## config.mk

```make
export PLATFORM = sky130hd
export DESIGN_NAME = nibble_serial_alu_ctrl_flat
export DESIGN_NICKNAME = d
export VERILOG_FILES = /design/src/rtl/nibble_serial_alu_if.sv /design/src/rtl/nibble_serial_alu_ctrl.sv /design/src/flat_wrapper.sv
export SDC_FILE = /design/constraint.sdc
export NUM_CORES = 1
export LEC_CHECK = 0
export CAP_MARGIN = 15
export CORE_ASPECT_RATIO = 1.5
export CORE_UTILIZATION = 40
export DETAILED_ROUTE_END_ITERATION = 10
export SLEW_MARGIN = 25
export SYNTH_ARGS = -nofsm -noshare
export SYNTH_HDL_FRONTEND = slang
export SYNTH_SLANG_ARGS = --single-unit
export TNS_END_PERCENT = 10
```

## constraint.sdc

```tcl
create_clock -name clk -period 7.3 [get_ports clk]
set_input_delay 2.19 -clock clk [delete_from_list [all_inputs] [get_ports clk]]
set_output_delay 2.19 -clock clk [all_outputs]
set_load 0.05 [all_outputs]
```

## src/rtl/nibble_serial_alu_if.sv

```systemverilog
// Host-side handshake and operand bus for the nibble-serial ALU sequencer.
interface nibble_serial_alu_if #(
    parameter int NIBBLES = 4
);
    logic                   start;
    logic [1:0]             op;
    logic                   cin;
    logic [4*NIBBLES-1:0]   a;
    logic [4*NIBBLES-1:0]   b;
    logic                   ready;
    logic                   done;
    logic [4*NIBBLES-1:0]   result;
    logic                   cout;
    logic                   ovf;

    modport master (
        output start, op, cin, a, b,
        input  ready, done, result, cout, ovf
    );

    modport slave (
        input  start, op, cin, a, b,
        output ready, done, result, cout, ovf
    );
endinterface

```

## src/rtl/nibble_serial_alu_ctrl.sv

```systemverilog
// Steps one 4-bit arithmetic unit across a 4*NIBBLES-bit word, LSB nibble first,
// chaining the carry through a register.
//
// state | meaning
// IDLE  | ready=1, waiting for start; latches operands on accept
// RUN   | one nibble per cycle through the 4-bit unit
// DONE  | one-cycle done pulse; result/cout/ovf valid
module nibble_serial_alu_ctrl #(
    parameter int NIBBLES = 4
) (
    input  logic                 clk,
    input  logic                 rst,
    nibble_serial_alu_if.slave   bus
);
    localparam int WIDTH = 4 * NIBBLES;
    localparam int IDX_W = (NIBBLES > 1) ? $clog2(NIBBLES) : 1;
    localparam logic [IDX_W-1:0] LAST_IDX = IDX_W'(NIBBLES - 1);

    typedef enum logic [1:0] {IDLE, RUN, DONE} state_t;

    state_t             state;
    logic [IDX_W-1:0]   idx;
    logic [IDX_W+1:0]   base;
    logic               carry;
    logic [WIDTH-1:0]   a_reg;
    logic [WIDTH-1:0]   b_reg;
    logic [1:0]         op_reg;
    logic               cin_reg;
    logic               ready_r;
    logic               done_r;
    logic [WIDTH-1:0]   result_r;
    logic               cout_r;
    logic               ovf_r;

    logic [3:0]         a_nib;
    logic [3:0]         b_nib;
    logic [3:0]         eff_b;
    logic [3:0]         d;
    logic               c_in;
    logic               c_out;

    assign base  = {idx, 2'b00};
    assign a_nib = a_reg[base +: 4];
    assign b_nib = b_reg[base +: 4];
    assign c_in  = (idx == '0) ? cin_reg : carry;

    // 4-bit arithmetic unit: S1,S0 pick the B operand, then a plain add with carry
    always_comb begin
        eff_b = 4'h0;
        case (op_reg)
            2'b00:   eff_b = b_nib;
            2'b01:   eff_b = ~b_nib;
            2'b10:   eff_b = 4'h0;
            default: eff_b = 4'hF;
        endcase
        {c_out, d} = {1'b0, a_nib} + {1'b0, eff_b} + {4'b0000, c_in};
    end

    always_ff @(posedge clk or posedge rst) begin
        if (rst) begin
            state    <= IDLE;
            idx      <= '0;
            carry    <= 1'b0;
            a_reg    <= '0;
            b_reg    <= '0;
            op_reg   <= 2'b00;
            cin_reg  <= 1'b0;
            ready_r  <= 1'b1;
            done_r   <= 1'b0;
            result_r <= '0;
            cout_r   <= 1'b0;
            ovf_r    <= 1'b0;
        end else begin
            case (state)
                IDLE: begin
                    if (bus.start) begin
                        a_reg   <= bus.a;
                        b_reg   <= bus.b;
                        op_reg  <= bus.op;
                        cin_reg <= bus.cin;
                        idx     <= '0;
                        ready_r <= 1'b0;
                        state   <= RUN;
                    end
                end
                RUN: begin
                    result_r[base +: 4] <= d;
                    carry               <= c_out;
                    idx                 <= idx + 1'b1;
                    if (idx == LAST_IDX) begin
                        cout_r <= c_out;
                        ovf_r  <= (a_nib[3] == eff_b[3]) && (d[3] != a_nib[3]);
                        idx    <= '0;
                        done_r <= 1'b1;
                        state  <= DONE;
                    end
                end
                DONE: begin
                    done_r  <= 1'b0;
                    ready_r <= 1'b1;
                    state   <= IDLE;
                end
                default: begin
                    ready_r <= 1'b1;
                    done_r  <= 1'b0;
                    state   <= IDLE;
                end
            endcase
        end
    end

    assign bus.ready  = ready_r;
    assign bus.done   = done_r;
    assign bus.result = result_r;
    assign bus.cout   = cout_r;
    assign bus.ovf    = ovf_r;
endmodule
```

## src/flat_wrapper.sv

```systemverilog
// flat-port wrapper written by rule: the top's interface ports become plain ports
module nibble_serial_alu_ctrl_flat 
#(
    parameter int NIBBLES = 4
)
  (clk, rst, bus_start, bus_op, bus_cin, bus_a, bus_b, bus_ready, bus_done, bus_result, bus_cout, bus_ovf);
  nibble_serial_alu_if #(.NIBBLES(NIBBLES)) bus_i ();
  input  logic clk;
  input  logic rst;
  input wire logic [$bits(bus_i.start)-1:0] bus_start;
  input wire logic [$bits(bus_i.op)-1:0] bus_op;
  input wire logic [$bits(bus_i.cin)-1:0] bus_cin;
  input wire logic [$bits(bus_i.a)-1:0] bus_a;
  input wire logic [$bits(bus_i.b)-1:0] bus_b;
  output wire logic [$bits(bus_i.ready)-1:0] bus_ready;
  output wire logic [$bits(bus_i.done)-1:0] bus_done;
  output wire logic [$bits(bus_i.result)-1:0] bus_result;
  output wire logic [$bits(bus_i.cout)-1:0] bus_cout;
  output wire logic [$bits(bus_i.ovf)-1:0] bus_ovf;
  assign bus_i.start = bus_start;
  assign bus_i.op = bus_op;
  assign bus_i.cin = bus_cin;
  assign bus_i.a = bus_a;
  assign bus_i.b = bus_b;
  assign bus_ready = bus_i.ready;
  assign bus_done = bus_i.done;
  assign bus_result = bus_i.result;
  assign bus_cout = bus_i.cout;
  assign bus_ovf = bus_i.ovf;
  nibble_serial_alu_ctrl #(.NIBBLES(NIBBLES)) u_core (.clk(clk), .rst(rst), .bus(bus_i));
endmodule
```

==> impl_metrics.py <==
metrics = {
    "layout": {
        "layoutNonFillerInstCount": 356,
        "design.final.nets": 323,
        "final_cell_area_um2": 3660,
        "num_antenna_cells": 0,
        "drive_above_1_share": 0.209,
        "area_growth_pct": 29.3,
    },
    "sta": {
        "final_setup_violation_count": 0,
        "tightest_slew_ps": 752,
        "number_of_pins_with_negative_max_slew_slack_in_the_final_report": 0,
        "post-route-period-util": 0.526,
        "period_minus_slack_ps": 3840,
        "max_slew_margin": 0.499,
        "fin_skew_ps": 3.85,
        "rsz0062_at_grt": "no",
        "finalWorstSetupSlack_ps": 3460,
        "report.final.hold_viol_count": 0,
        "max_fclk_mhz": 260,
        "totalNegativeSetupSlack_ps": 0,
    },
    "worst_setup_path": {
        "path_class": "flip-flop to output pin",
        "worstSetupStartpoint": "u_core.bus.ready",
        "critPathArrivalTime_ps": 1650,
        "timing.critical_path.slowest_stage_cell": "clkdlybuf4s50_1",
        "setup.worst_path.start_class": "flip-flop",
        "critical_path.cell_chain": "clkdlybuf4s50_1",
        "rr_startpoint": "u_core.idx[0]",
        "stage_delay_of_the_slowest_cell_on_the_critical_path_ps": 790,
        "crit_fanout": 2,
        "critical_path.n_buffers_inverters": 1,
        "cp_data_required_time_ps": 5110,
        "cpLargestDelayFamily": "buffers and inverters",
        "critical_path.endpoint_type": "output pin",
    },
    "clock_network": {
        "cts.root.buffer_cell": "clkbuf_8",
        "htreeDepth": 3,
        "insertion_delay_ps": 330,
        "cts.hold.buffers_added": 0,
        "clk_pin_slew_ps": 60,
        "cts_post_setup_buffers_inserted": 0,
        "clock_sinks": 60,
        "clk_path_buf_depth": 2,
        "post_cts.resized_instances": 0,
        "tritoncts": "yes",
        "numCtsBuffers": 9,
    },
    "floorplanning": {
        "boundaryPins": 58,
        "area_enclosed_by_the_die_boundary_um2": 7420,
        "chipWidth_um": 70.7,
        "core.rowCount": 37,
        "die_height_um": 105,
        "core_region_area_um2": 6850,
        "initial_utilization": 0.413,
    },
    "routing": {
        "routed-via-count": 1817,
        "drcViolationCount": 3,
        "firstDrtPassIters": 6,
        "wl_per_cell_um": 15.2,
        "routed_wl_um": 5420,
        "drt-initial-drc-count": 87,
        "detail_route.vias_per_cell": 5.10,
        "drtAntennaViolNets": 0,
    },
    "yosys": {
        "fraction_of_the_yosys_area_taken_by_sequential_cells": 0.531,
        "synth_area_per_cell_um2": 13.3,
        "yosysMostFrequentCell": "dfrtp_1",
        "synthesis.area_um2": 2830,
        "synthesis.yosys.warnings": 0,
        "async_flop_share": 1.00,
        "synth_enable_flop_cells": 0,
        "synth_cell_types": 36,
        "synth-main-ff-cell": "dfrtp_1",
        "postSynthNetCount": 262,
        "most_frequent_cells_after_synthesis": "59 x dfrtp_1, 35 x mux2_2, 20 x nand2_1",
        "synth_largest_area_cell": "dfrtp_1",
        "netlist_instances": 213,
        "yosys.area.top_type_share": 0.522,
        "netlist_top_cells_area": "dfrtp_1 52%, mux2_2 14%, mux4_1 7.4%",
        "synth.ff_latch_count": 60,
    },
    "global_routing": {
        "grt_util_all_layers": 0.163,
        "grt_start_max_net_pins": 61,
        "vias_in_the_first_global_route": 1845,
        "antenna_found_initial": 0,
        "global_route_wire_length_before_repair_um": 9050,
        "grt_overflow": 0,
    },
    "power_and_ir_drop": {
        "static-leakage-power_uw": 0.00158,
        "ir_worst_vdd_mv": 0.229,
        "sum_of_internal_switching_and_leakage_power_uw": 1890,
        "power_density_nw_per_um2": 517,
    },
    "placed_design": {
        "buffer_ports.inserted": 57,
        "placed_cells": 341,
        "place.gp.congestion": 0.738,
        "dp.final_hpwl_um": 3840,
        "worst_slack_after_detailed_placement_ps": 3500,
        "placed_area_um2": 3470,
    },
    "flow_run": {
        "maxCapViolations": 0,
    },
    "outcome": {
        "outcome": "complete, but fails checks",
        "violations": "DRC",
    },
    "min_path": {
        "holdCritStartpoint": "u_core.bus.result[9]",
        "min_delay_path_class": "flip-flop to flip-flop",
    },
}
==> logic make-up (layout without fill, tap and decap cells) <==
logic type,count (synthesis),in the layout,share of synthesized area
buffers and inverters,18,83,0.0288
adders and majority gates,11,11,0.0540
muxes,45,45,0.221
and+or+nand+nor,46,46,0.0881
DFF,60,60,0.531
AOI/OAI and AO/OA,28,28,0.0615
xor gates and xnor gates,5,5,0.0155
==> layout make-up <==
cell class                      instances  area (um^2)
Tap cell                               78         97.6
Clock inverter                          1         5.00
Sequential cell                        60         1500
Fill cell                             632         3200
Inverter                                9         33.8
Clock buffer                           14          183
Multi-Input combinational cell        135         1250
Timing Repair Buffer                   59          586
==> worst min-delay path, stage by stage, from the launching register on <==
cell     delay, ps
dfrtp_1        340
nand2_1         40
o21ai_0         60
==> placed cells by master (no fill, tap or decap), drive strengths merged <==
master and n:
dfrtp 59, clkdlybuf4s50 57, mux2 35, nand2 20, o21ai 15, clkbuf 14, ha 9, inv 9
mux4 8, nor2 6, nand3b 5, xnor2 4, o31ai 4, nor2b 3, a21oi 3, nand2b 3
or3 3, a21o 2, mux2i 2, fa 2, buf 2, or3b 1, xor2 1, and3b 1
o21a 1, nor3 1, nand4b 1, o21bai 1, nor3b 1, a32o 1, a22o 1, nand4 1
clkinv 1, dfstp 1
==> final timing paths <==
check                                  endpoint  slack (ps)  depth (start not counted)
min                        u_core.bus.result[9]         470                          2
min in group asynchronous      u_core.b_reg[14]        2390                          3
max reg2reg                        u_core.carry        4120                          9
max in group asynchronous  u_core.bus.result[2]        4410                          3
max                                   bus_ready        3460                          1
min reg2reg                u_core.bus.result[9]         470                          2
==> layer usage <==
| layer | GRT usage | vias to the layer above | routed length (um) |
|---|---|---|---|
| li1 | - | 880 | - |
| met1 | 0.186 | 891 | 2230 |
| met2 | 0.275 | 41 | 2890 |
| met3 | 0.0579 | 5 | 244 |
| met4 | 0.0686 | 0 | 63 |
| met5 | 0 | - | 0 |
==> per-stage QoR <==
step / utilization / hold WS (ps)
after floorplan: - / 472
after global placement: 0.506 / 462
after detailed placement: 0.506 / 470
after CTS: 0.534 / 484
after global routing: 0.534 / 506
final: 0.534 / 475
==> report_power, final <==
part | switching, uW | leakage, uW | internal, uW | total [uW]
clock network | 119 | 0.0000986 | 158 | 277
registers | 116 | 0.000742 | 489 | 605
logic | 564 | 0.000737 | 446 | 1010
total | 799 | 0.00158 | 1090 | 1890
No activity file was read; power rests on OpenSTA's default activity.
